==> config.mk <==
export PLATFORM = sky130hd
export DESIGN_NAME = czonotope_readout
export DESIGN_NICKNAME = d
export VERILOG_FILES = /design/src/rtl/czonotope_pkg.sv /design/src/rtl/czonotope_readout_fifo2.sv /design/src/rtl/czonotope_readout.sv
export SDC_FILE = /design/constraint.sdc
export NUM_CORES = 1
export LEC_CHECK = 0
export ABC_AREA = 1
export CAP_MARGIN = 20
export CELL_PAD_IN_SITES_DETAIL_PLACEMENT = 0
export CELL_PAD_IN_SITES_GLOBAL_PLACEMENT = 1
export CORE_UTILIZATION = 36
export CTS_CLUSTER_DIAMETER = 150
export CTS_CLUSTER_SIZE = 30
export DETAILED_ROUTE_END_ITERATION = 7
export HOLD_SLACK_MARGIN = 0.1
export PLACE_DENSITY_LB_ADDON = 0.1
export RECOVER_POWER = 50
export SLEW_MARGIN = 0
export SYNTH_ARGS = -nofsm -noshare
export SYNTH_HDL_FRONTEND = slang
export SYNTH_SLANG_ARGS = --single-unit
==> constraint.sdc <==
create_clock -name clk_i -period 4.6 [get_ports clk_i]
set_input_delay 0.92 -clock clk_i [delete_from_list [all_inputs] [get_ports clk_i]]
set_output_delay 0.92 -clock clk_i [all_outputs]
set_load 0.02 [all_outputs]
==> src/rtl/czonotope_pkg.sv <==
`default_nettype none
// ============================================================================
//  Module      : czonotope_pkg
//  Description : Shared types and helpers for the constrained-zonotope
//                readout path.
//                - section_e : stream section tags (c, G, A, b)
//                - state_e   : readout FSM states
//                - default dimension limits and the width helpers that
//                  derive address and counter widths from them
//  Revision    : 1.0 - initial release
// ============================================================================
package czonotope_pkg;

  // Default dimension limits and word width
  localparam int CZ_NMAX       = 3;
  localparam int CZ_NGMAX      = 15;
  localparam int CZ_NCMAX      = 12;
  localparam int CZ_DATA_WIDTH = 32;
  localparam int CZ_SEC_W      = 2;

  typedef enum logic [CZ_SEC_W-1:0] {
    SEC_C = 2'd0,
    SEC_G = 2'd1,
    SEC_A = 2'd2,
    SEC_B = 2'd3
  } section_e;

  typedef enum logic [1:0] {
    IDLE  = 2'd0,
    READ  = 2'd1,
    DRAIN = 2'd2
  } state_e;

  // Address width for a memory of v entries.
  // Never returns 0, so degenerate sizes still give a legal vector.
  function automatic int cz_w(input int v);
    return (v <= 1) ? 1 : $clog2(v);
  endfunction

  function automatic int cz_max(input int a, input int b);
    return (a > b) ? a : b;
  endfunction

endpackage
`default_nettype wire

==> src/rtl/czonotope_readout_fifo2.sv <==
`default_nettype none
// ============================================================================
//  Module      : readout_fifo2
//  Description : 2-entry FIFO for tagged readout words.
//                The payload is {last, section, data}; it can also carry a
//                header flag when the top level widens DW.
//                The head entry is visible on dout_o while count_o != 0.
//                The caller never pushes into a full FIFO unless it pops
//                in the same cycle.
//  Ports       : clk_i, rst_i - clock, synchronous active-high reset
//                push_i/din_i - write strobe and payload
//                pop_i        - consume head (ignored when empty)
//                dout_o       - head payload
//                count_o      - occupancy 0..2
//  Revision    : 1.0 - initial release
// ============================================================================
module readout_fifo2 #(
  parameter int DW = 35
) (
  input  logic          clk_i,
  input  logic          rst_i,
  input  logic          push_i,
  input  logic [DW-1:0] din_i,
  input  logic          pop_i,
  output logic [DW-1:0] dout_o,
  output logic [1:0]    count_o
);

  logic [DW-1:0] mem_q [2];
  logic          rd_ptr_q;
  logic          wr_ptr_q;
  logic [1:0]    count_q;
  logic          pop_ok;

  assign pop_ok  = pop_i && (count_q != 2'd0);
  assign dout_o  = mem_q[rd_ptr_q];
  assign count_o = count_q;

  always_ff @(posedge clk_i) begin
    if (rst_i) begin
      mem_q[0] <= '0;
      mem_q[1] <= '0;
      rd_ptr_q <= 1'b0;
      wr_ptr_q <= 1'b0;
      count_q  <= 2'd0;
    end else begin
      if (push_i) begin
        mem_q[wr_ptr_q] <= din_i;
        wr_ptr_q        <= ~wr_ptr_q;
      end
      if (pop_ok) begin
        rd_ptr_q <= ~rd_ptr_q;
      end
      case ({push_i, pop_ok})
        2'b10:   count_q <= count_q + 2'd1;
        2'b01:   count_q <= count_q - 2'd1;
        default: count_q <= count_q;
      endcase
    end
  end

endmodule
`default_nettype wire

==> src/rtl/czonotope_readout.sv <==
`default_nettype none
// ============================================================================
//  Module      : czonotope_readout
//  Description : Streams a constrained zonotope (c, G, A, b) out of its four
//                result memories as one ordered valid/ready word stream.
//                The memories have 1-cycle read latency.
//                - Word order: c, G row-major, A row-major, b.
//                - Empty sections are skipped with no bubble.
//                Optional macro CZ_READOUT_HEADER_EN:
//                - prepends a packed-dimension header word;
//                - adds the m_thdr_o output.
//  Ports       : clk_i/rst_i        clock, synchronous active-high reset
//                start_i, n_i/ng_i/nc_i  start pulse and dimensions
//                *_addr_o/*_rdata_i  memory read ports (c, G, A, b)
//                m_t*                output stream (data/section/valid/
//                                    ready/last[/hdr])
//                busy_o/done_o       transfer status
//  Revision    : 1.0 - initial release
// ============================================================================
module czonotope_readout
  import czonotope_pkg::*;
#(
  parameter int NMAX       = CZ_NMAX,
  parameter int NGMAX      = CZ_NGMAX,
  parameter int NCMAX      = CZ_NCMAX,
  parameter int DATA_WIDTH = CZ_DATA_WIDTH
) (
  input  logic                         clk_i,
  input  logic                         rst_i,
  input  logic                         start_i,
  input  logic [$clog2(NMAX+1)-1:0]    n_i,
  input  logic [$clog2(NGMAX+1)-1:0]   ng_i,
  input  logic [$clog2(NCMAX+1)-1:0]   nc_i,
  output logic [cz_w(NMAX)-1:0]        c_addr_o,
  input  logic [DATA_WIDTH-1:0]        c_rdata_i,
  output logic [cz_w(NMAX)-1:0]        G_raddr_o,
  output logic [cz_w(NGMAX)-1:0]       G_caddr_o,
  input  logic [DATA_WIDTH-1:0]        G_rdata_i,
  output logic [cz_w(NCMAX)-1:0]       A_raddr_o,
  output logic [cz_w(NGMAX)-1:0]       A_caddr_o,
  input  logic [DATA_WIDTH-1:0]        A_rdata_i,
  output logic [cz_w(NCMAX)-1:0]       b_addr_o,
  input  logic [DATA_WIDTH-1:0]        b_rdata_i,
  output logic [DATA_WIDTH-1:0]        m_tdata_o,
  output logic [CZ_SEC_W-1:0]          m_tsection_o,
  output logic                         m_tvalid_o,
  input  logic                         m_tready_i,
  output logic                         m_tlast_o,
`ifdef CZ_READOUT_HEADER_EN
  output logic                         m_thdr_o,
`endif
  output logic                         busy_o,
  output logic                         done_o
);

  localparam int NDW  = $clog2(NMAX+1);
  localparam int NGDW = $clog2(NGMAX+1);
  localparam int NCDW = $clog2(NCMAX+1);
  localparam int NAW  = cz_w(NMAX);
  localparam int NGAW = cz_w(NGMAX);
  localparam int NCAW = cz_w(NCMAX);
  localparam int RW   = cz_w(cz_max(NMAX, NCMAX));
  localparam int CW   = NGAW;
`ifdef CZ_READOUT_HEADER_EN
  localparam int HFW  = cz_max(NDW, cz_max(NGDW, NCDW));
  localparam int PW   = DATA_WIDTH + CZ_SEC_W + 2;
`else
  localparam int PW   = DATA_WIDTH + CZ_SEC_W + 1;
`endif

  // --------------------------------------------------------------------------
  // State
  // --------------------------------------------------------------------------
  state_e          state_q;
  logic [NDW-1:0]  n_q;
  logic [NGDW-1:0] ng_q;
  logic [NCDW-1:0] nc_q;
  logic [3:0]      has_q;      // non-empty sections, indexed by section_e
  section_e        sec_q, sec_d;
  logic [RW-1:0]   row_q, row_d;
  logic [CW-1:0]   col_q, col_d;
  logic            infl_vld_q;
  section_e        infl_sec_q;
  logic            infl_last_q;
  logic            done_q;
  logic            busy_q;
`ifdef CZ_READOUT_HEADER_EN
  logic            hdr_pend_q;
  logic            infl_hdr_q;
`endif

  // --------------------------------------------------------------------------
  // Combinational
  // --------------------------------------------------------------------------
  logic [3:0]      has_in;
  section_e        first_sec;
  logic [RW-1:0]   rows;
  logic [CW-1:0]   cols;
  logic            col_last, row_last;
  logic            nxt_found;
  section_e        nxt_sec;
  logic            hdr_pend;
  logic            empty_run;
  logic [2:0]      occ;
  logic            hs;
  logic            slot_ok;
  logic            issue;
  logic            last_issue;
  logic [1:0]      fifo_cnt;
  logic [PW-1:0]   fifo_dout;
  logic [PW-1:0]   push_word;
  logic [DATA_WIDTH-1:0] push_data;
  logic            drain_done;

`ifdef CZ_READOUT_HEADER_EN
  assign hdr_pend = hdr_pend_q;
`else
  assign hdr_pend = 1'b0;
`endif

  // Section presence from the dims being latched
  assign has_in[0] = (n_i != '0);
  assign has_in[1] = (n_i != '0) && (ng_i != '0);
  assign has_in[2] = (nc_i != '0) && (ng_i != '0);
  assign has_in[3] = (nc_i != '0);

  always_comb begin
    first_sec = SEC_C;
    for (int i = 3; i >= 0; i--) begin
      if (has_in[i]) first_sec = section_e'(i[1:0]);
    end
  end

  // Row/column extents of the current section (c and b are single-column)
  always_comb begin
    rows = RW'(n_q);
    cols = CW'(1);
    case (sec_q)
      SEC_C:   begin rows = RW'(n_q);  cols = CW'(1);    end
      SEC_G:   begin rows = RW'(n_q);  cols = CW'(ng_q); end
      SEC_A:   begin rows = RW'(nc_q); cols = CW'(ng_q); end
      default: begin rows = RW'(nc_q); cols = CW'(1);    end
    endcase
  end

  // Modular compare: an extent equal to 2**width truncates to 0 and still
  // lands on the all-ones last index.
  assign col_last = (col_q == cols - CW'(1));
  assign row_last = (row_q == rows - RW'(1));

  // Next non-empty section after the current one
  always_comb begin
    nxt_found = 1'b0;
    nxt_sec   = sec_q;
    for (int i = 3; i >= 0; i--) begin
      if ((i > int'(sec_q)) && has_q[i]) begin
        nxt_found = 1'b1;
        nxt_sec   = section_e'(i[1:0]);
      end
    end
  end

  assign empty_run = (has_q == 4'd0) && !hdr_pend;
  assign hs        = m_tvalid_o && m_tready_i;
  assign occ       = {1'b0, fifo_cnt} + {2'b00, infl_vld_q};
  // Occupancy plus in-flight never exceeds the FIFO depth
  assign slot_ok   = (occ < 3'd2) || ((occ == 3'd2) && hs);
  assign issue     = (state_q == READ) && !empty_run && slot_ok;
  assign last_issue = hdr_pend ? (has_q == 4'd0)
                               : (col_last && row_last && !nxt_found);
  assign drain_done = !infl_vld_q &&
                      ((fifo_cnt == 2'd0) || ((fifo_cnt == 2'd1) && hs));

  always_comb begin
    row_d = row_q;
    col_d = col_q;
    sec_d = sec_q;
    if (issue && !hdr_pend) begin
      if (col_last) begin
        col_d = '0;
        if (row_last) begin
          row_d = '0;
          sec_d = nxt_sec;
        end else begin
          row_d = row_q + RW'(1);
        end
      end else begin
        col_d = col_q + CW'(1);
      end
    end
  end

  // Addresses follow the counters in READ; unused ports sit at 0
  always_comb begin
    c_addr_o  = '0;
    G_raddr_o = '0;
    G_caddr_o = '0;
    A_raddr_o = '0;
    A_caddr_o = '0;
    b_addr_o  = '0;
    if ((state_q == READ) && !hdr_pend) begin
      case (sec_q)
        SEC_C: c_addr_o = row_q[NAW-1:0];
        SEC_G: begin
          G_raddr_o = row_q[NAW-1:0];
          G_caddr_o = col_q;
        end
        SEC_A: begin
          A_raddr_o = row_q[NCAW-1:0];
          A_caddr_o = col_q;
        end
        default: b_addr_o = row_q[NCAW-1:0];
      endcase
    end
  end

  // Returning read data is selected by the in-flight section tag
  always_comb begin
    case (infl_sec_q)
      SEC_C:   push_data = c_rdata_i;
      SEC_G:   push_data = G_rdata_i;
      SEC_A:   push_data = A_rdata_i;
      default: push_data = b_rdata_i;
    endcase
`ifdef CZ_READOUT_HEADER_EN
    if (infl_hdr_q) begin
      push_data = '0;
      push_data[HFW-1:0]       = HFW'(n_q);
      push_data[2*HFW-1:HFW]   = HFW'(ng_q);
      push_data[3*HFW-1:2*HFW] = HFW'(nc_q);
    end
`endif
  end

`ifdef CZ_READOUT_HEADER_EN
  assign push_word = {infl_hdr_q, infl_last_q, infl_sec_q, push_data};
`else
  assign push_word = {infl_last_q, infl_sec_q, push_data};
`endif

  readout_fifo2 #(
    .DW (PW)
  ) u_fifo (
    .clk_i   (clk_i),
    .rst_i   (rst_i),
    .push_i  (infl_vld_q),
    .din_i   (push_word),
    .pop_i   (m_tready_i),
    .dout_o  (fifo_dout),
    .count_o (fifo_cnt)
  );

  assign m_tvalid_o   = (fifo_cnt != 2'd0);
  assign m_tdata_o    = m_tvalid_o ? fifo_dout[DATA_WIDTH-1:0] : '0;
  assign m_tsection_o = m_tvalid_o ? fifo_dout[DATA_WIDTH +: CZ_SEC_W] : '0;
  assign m_tlast_o    = m_tvalid_o && fifo_dout[DATA_WIDTH+CZ_SEC_W];
`ifdef CZ_READOUT_HEADER_EN
  assign m_thdr_o     = m_tvalid_o && fifo_dout[DATA_WIDTH+CZ_SEC_W+1];
`endif
  assign busy_o       = busy_q;
  assign done_o       = done_q;

  // --------------------------------------------------------------------------
  // FSM, counters and in-flight tag
  // --------------------------------------------------------------------------
  always_ff @(posedge clk_i) begin
    if (rst_i) begin
      state_q     <= IDLE;
      n_q         <= '0;
      ng_q        <= '0;
      nc_q        <= '0;
      has_q       <= 4'd0;
      sec_q       <= SEC_C;
      row_q       <= '0;
      col_q       <= '0;
      infl_vld_q  <= 1'b0;
      infl_sec_q  <= SEC_C;
      infl_last_q <= 1'b0;
      done_q      <= 1'b0;
      busy_q      <= 1'b0;
`ifdef CZ_READOUT_HEADER_EN
      hdr_pend_q  <= 1'b0;
      infl_hdr_q  <= 1'b0;
`endif
    end else begin
      done_q     <= 1'b0;
      row_q      <= row_d;
      col_q      <= col_d;
      sec_q      <= sec_d;
      infl_vld_q <= issue;
      if (issue) begin
        infl_sec_q  <= sec_q;
        infl_last_q <= last_issue;
`ifdef CZ_READOUT_HEADER_EN
        infl_hdr_q  <= hdr_pend_q;
        hdr_pend_q  <= 1'b0;
`endif
      end
      case (state_q)
        IDLE: begin
          if (start_i) begin
            n_q     <= n_i;
            ng_q    <= ng_i;
            nc_q    <= nc_i;
            has_q   <= has_in;
            sec_q   <= first_sec;
            row_q   <= '0;
            col_q   <= '0;
            busy_q  <= 1'b1;
            state_q <= READ;
`ifdef CZ_READOUT_HEADER_EN
            hdr_pend_q <= 1'b1;
`endif
          end
        end
        READ: begin
          if (empty_run) begin
            // Nothing to read: finish straight away
            state_q <= IDLE;
            busy_q  <= 1'b0;
            done_q  <= 1'b1;
          end else if (issue && last_issue) begin
            state_q <= DRAIN;
          end
        end
        DRAIN: begin
          if (drain_done) begin
            state_q <= IDLE;
            busy_q  <= 1'b0;
            done_q  <= 1'b1;
          end
        end
        default: state_q <= IDLE;
      endcase
    end
  end

endmodule
`default_nettype wire

Word level (Yosys, flattened, before mapping)
Memory sizes are Yosys's and may differ from the RTL's. A register that Yosys moved wholly into a read port is not among the register bits.
Cells that the tools add are included.
Word-level totals
  RAM bits: 70
  memories: 1
  output and inout port bits: 58
  input bits: 142
  logic and storage cells: 148
  register bits after elaboration: 36
Memories
  u_fifo.mem_q: words 2, width 35, read ports 1, clocked after memory_dff 1, write ports 2, RTL line czonotope_readout_fifo2.sv:29  | logic [DW-1:0] mem_q [2];
Cells by class
  equality and inequality tests: 16
  reduce and logical (&&, ||, !) cells: 38
  muxes and demuxes: 64
  add/subtract/negate cells: 7
  order comparisons: 4
  bitwise gates (word level): 2
Operators with widths (number)
  32-bit case mux with 3 select lines: 1
  4-bit 2-to-1 mux: 19
  2-bit 2-to-1 mux: 21
  35-bit 2-to-1 mux: 1
  35-bit OR reduction: 1
  32-bit 2-to-1 mux: 1
  1-bit 2-to-1 mux: 17
  1-bit logical AND: 15
  2-bit by 1-bit equality test with 1-bit output, second input constant: 5
  4-bit by 1-bit adder with 4-bit output, second input constant: 2
  2-bit equality test, second input constant: 4
  4-bit equality test: 2
  2-bit logical NOT: 4
  4-bit nonzero test: 2
  4-bit by 1-bit subtractor with 4-bit output, second input constant: 2
  2-bit != test, second input constant: 3
  2-bit case mux with 3 select lines: 1
  2-bit nonzero test: 3
  2-bit > comparator, first input constant: 2
  4-bit logical NOT: 1
  2-bit case mux with 2 select lines: 1
  4-bit AND reduction: 1
  2-bit OR reduction: 2
  2-bit by 1-bit adder with 3-bit output: 1
  other kinds (15): 19

Longest topological paths before layout
  depth after elaboration: 11
  depth in mapped cells: 17

Modules after synthesis
From an unflattened synthesis, not the netlist that was laid out.
Second synthesis, totals
  cells, all modules: 801
  area, all modules: 6241.0 µm²
Modules (own cells, without submodules)
  readout_fifo2: seq. area each 2202.1 µm², cells an instance 256, area each 3254.4 µm², times used 1
  czonotope_readout: seq. area each 640.6 µm², cells an instance 545, area each 2986.6 µm², times used 1

Worst setup path before layout
No wires, ideal clock.
  path type: in2reg
  start: in rst_i
  end: mem u_fifo.mem_q[0][0] (enable)
  buffers on the path: 2
  stages on the path: 5
  library setup time: 497 ps
  path slack: 1702 ps
  arrival time: 2401 ps
  cells stage by stage: clkbuf_1 inv_1 nand2_1 clkbuf_1 nand2_1
RTL lines
  from (decl): RTL line czonotope_readout.sv:29  | input logic rst_i,
  to (decl): RTL line czonotope_readout_fifo2.sv:29

Worst setup path in the final report
  start: reg u_fifo.count_q[0] (netlist: u_fifo.count_o[0])
  end: out m_tdata_o[1]
On the way
  cells in the longest elaborated chain, start to end: 2
Ends and longest elaborated chain
  from (decl): RTL line czonotope_readout_fifo2.sv:32  | logic [1:0] count_q;
  from (signal assigned): RTL line czonotope_readout_fifo2.sv:55  | 2'b10: count_q <= count_q + 2'd1;
  from (signal assigned): RTL line czonotope_readout_fifo2.sv:56  | 2'b01: count_q <= count_q - 2'd1;
  from (signal assigned): RTL line czonotope_readout_fifo2.sv:57  | default: count_q <= count_q;
  2-bit nonzero test: RTL line czonotope_readout.sv:253  | assign m_tvalid_o = (fifo_cnt != 2'd0);
  32-bit 2-to-1 mux: RTL line czonotope_readout.sv:254  | assign m_tdata_o = m_tvalid_o ? fifo_dout[DATA_WIDTH-1:0] : '0;
  to (decl): RTL line czonotope_readout.sv:44  | output logic [DATA_WIDTH-1:0] m_tdata_o,
No other way between the ends.

==> metrics.txt <==
status finished with violations; failing checks max-capacitance violations, max-slew violations; Clk pwr share 0.184; vias in the first global route 5,410; Post-CTS Setup Bufs 0; FF-to-FF path depth 15; Inserted Diodes 0; largest net degree at the start of global routing 37; CP Launch Type flip-flop; die area 16,800 um^2; Syn Inst Count 715; Seq pwr share 0.323; switch share 0.414; cell internal pwr 2240 uW; CTS tree done; Max Cap Viol 3; worst r2r src sec_q[1]; Req. time, crit path 3.68 ns; Post-synth top cells nor2_1, nand2_1, edfxtp_1; critical setup path kind flip-flop to output pin; top_reg_cell synth edfxtp_1; CORE AREA 15,900 um^2; Pwr Total 3820 uW; yosys warns 0; Tcrit/Tclk final 0.784; total wire length 18.0 mm; fin. max-slew vios 109; pwr/cell area 462 nW/um^2; flip-flop and latch area 2840 um^2; Lkg Pwr 0.00326 uW; Starting Density 0.369; Hold EP nc_q[2]; Netlist cell types 35; first-pass GRT wire length 27.4 mm; pre-CTS WS 1.34 ns; DRC violations left 0; most common cell in the netlist nor2_1; worst-margin pin slew 1.72 ns; RSZ-0062 raised after global routing no; layout cells sized above 1 0.0508; Layout Nets 1,062; Seq/Total Area, Yosys 0.485; Avg Inst Size Synth 8.19 um^2; Hold Buf Count CTS 0; Synth-to-Final Area Change 41.3%; gr ovfl total 0; std cell rows 46; Worst Path Max Fanout 21; Hold Startpoint nc_q[2]; DR vias/cell 4.87; CP endpoint kind output pin; io pins 200; Hold Violations, Final 0; Max Fclk 0.277 GHz; Final Setup Violations 0; 1st-iter DRT viols 285; Worst-path clk slew 0.07 ns; top cells by area, synth edfxtp_1, dfxtp_1, nor2_1, nand2_1, o21ai_0; initial antenna violation count 0; final worst setup slack 0.996 ns; mapped cell area 5860 um^2; hold path depth 2; Worst Path Arrival 2.68 ns; I/O Buffers 199; vias after detailed routing 5,460; sw power 1580 uW; CTS Buf Count 9; GPL Wtd Cong 0.829; PostCTS Resize Cnt 0; HP Class flip-flop to flip-flop; flops & latches, synth 107; DR WL/cell 16.0 um; post-synth top area share 0.359; Reg-to-Reg End state_q[0]; die height 130 um; ys async rst share 0; htree depth 3; CTS Root Cell clkbuf_16; TNS Setup 0 ns; DP HPWL 13.1 mm; Worst IR Drop VDD 248 uV; Syn Nets 876; EDFF count, synth 70; worst-case clock buffer depth 2; Antenna Nets Post-Route 0; die width 130 um; R2R Setup Slk 1.77 ns; Period minus WS final 3.60 ns; total track usage 0.215; worst skew pair latency 0.34 ns; relative slew slack -0.146; area leader, netlist edfxtp_1; CTS sink count 107; Fillers 1,558; area of the multi-input gates 2630 um^2; DRT Pass-1 Iters 4; Comb pwr share 0.493; Final Skew 0.00447 ns
final cells by class:
type,instances,share of cell area
well taps,216,0.0327
inverters,54,0.0245
repair buffers,209,0.249
multi-input cells,520,0.318
clock buffers,10,0.0277
flip-flops and latches,107,0.343
clock inverters,6,0.00499
kinds of logic after synthesis:
logic type / after synthesis / share of synthesized area
AND/OR/NAND/NOR: 364 / 0.261
AO/OA/AOI/OAI: 130 / 0.143
flip-flops: 107 / 0.485
buffers and inverters: 88 / 0.0596
adder cells (fa/ha/maj): 19 / 0.0406
XOR/XNOR: 7 / 0.0105
stage by stage:
stage	cells	util	hold WS [ns]	cell area, um^2
6_report	1122	0.521	0.458	8280
5_1_grt	1122	0.521	0.495	8280
4_1_cts	1122	0.525	0.456	8330
3_5_place_dp	1106	0.508	0.444	8060
3_3_place_gp	1106	0.508	0.442	8060
2_1_floorplan	715	-	0.419	5860
power by group through the flow:
| stage | logic (uW) | clock network (uW) | registers, uW |
|---|---|---|---|
| after floorplan | 1270 | 0 | 1240 |
| after global placement | 1920 | 0 | 1250 |
| after detailed placement | 1940 | 0 | 1260 |
| after CTS | 1950 | 720 | 1230 |
| after global routing | 2100 | 754 | 1250 |
| final | 1890 | 702 | 1230 |
worst max-delay path by stage:
stage | from | endpoint | slack [ns] | cells after the start
after detailed placement | u_fifo.count_o[0] | m_tdata_o[1] | 1.34 | 7
after floorplan | rst_i | u_fifo.mem_q[0][0] | 1.70 | 5
after global placement | u_fifo.count_o[0] | m_tdata_o[23] | 1.39 | 7
final | u_fifo.count_o[0] | m_tdata_o[1] | 1.0 | 7
after global routing | u_fifo.count_o[0] | m_tdata_o[1] | 0.81 | 7
after CTS | u_fifo.count_o[0] | m_tdata_o[1] | 0.96 | 7
cell usage in the layout, fill, tap and decap left out, drive strengths merged:
| master | synthesis | layout |
|---|---|---|
| dfxtp | 37 | 37 |
| nand4 | 3 | 3 |
| o21ai | 56 | 56 |
| xnor2 | 1 | 1 |
| clkinvlp | 0 | 3 |
| a211oi | 2 | 2 |
| a31oi | 1 | 1 |
| ha | 19 | 19 |
| clkdlybuf4s50 | 0 | 195 |
| nand2 | 135 | 135 |
| a22o | 20 | 20 |
| edfxtp | 70 | 70 |
| dlygate4sd3 | 0 | 4 |
| inv | 53 | 54 |
| nor3 | 3 | 3 |
| nor4 | 2 | 2 |
| xor2 | 6 | 6 |
| a221oi | 17 | 17 |
| clkinv | 1 | 3 |
| buf | 6 | 8 |
| o21bai | 1 | 1 |
| o22ai | 2 | 2 |
| nand3b | 1 | 1 |
| nand3 | 34 | 34 |
| nor2 | 186 | 186 |
| a21oi | 31 | 31 |
| clkbuf | 28 | 12 |
worst max-delay path: stages, from the launching register on:
cell	delay [ns]
dfxtp_1	0.41
inv_1	0.07
ha_1	0.20
inv_1	0.48
buf_4	0.32
o21ai_0	0.10
nor2_1	0.14
clkdlybuf4s50_1	0.62
sequential cells by signal (all words and copies together) (netlist names), 2 cells and up, named ones only:
name,count
col_q,4
has_q,4
infl_sec_q,2
n_q,2
nc_q,4
ng_q,4
row_q,4
sec_q,2
state_q,2
u_fifo.count_o,2
u_fifo.mem_q,70
per-layer routing:
metal | share of wire | GRT usage | wire (um) | up-vias
met3 | 0.060 | 0.0450 | 1090 | 23
met1 | 0.42 | 0.246 | 7500 | 2517
met4 | 0.021 | 0.0711 | 382 | 0
met5 | 0 | 0 | 0 | -
met2 | 0.50 | 0.396 | 9000 | 159
li1 | - | - | - | 2761
(Power assumes the default switching activity.)
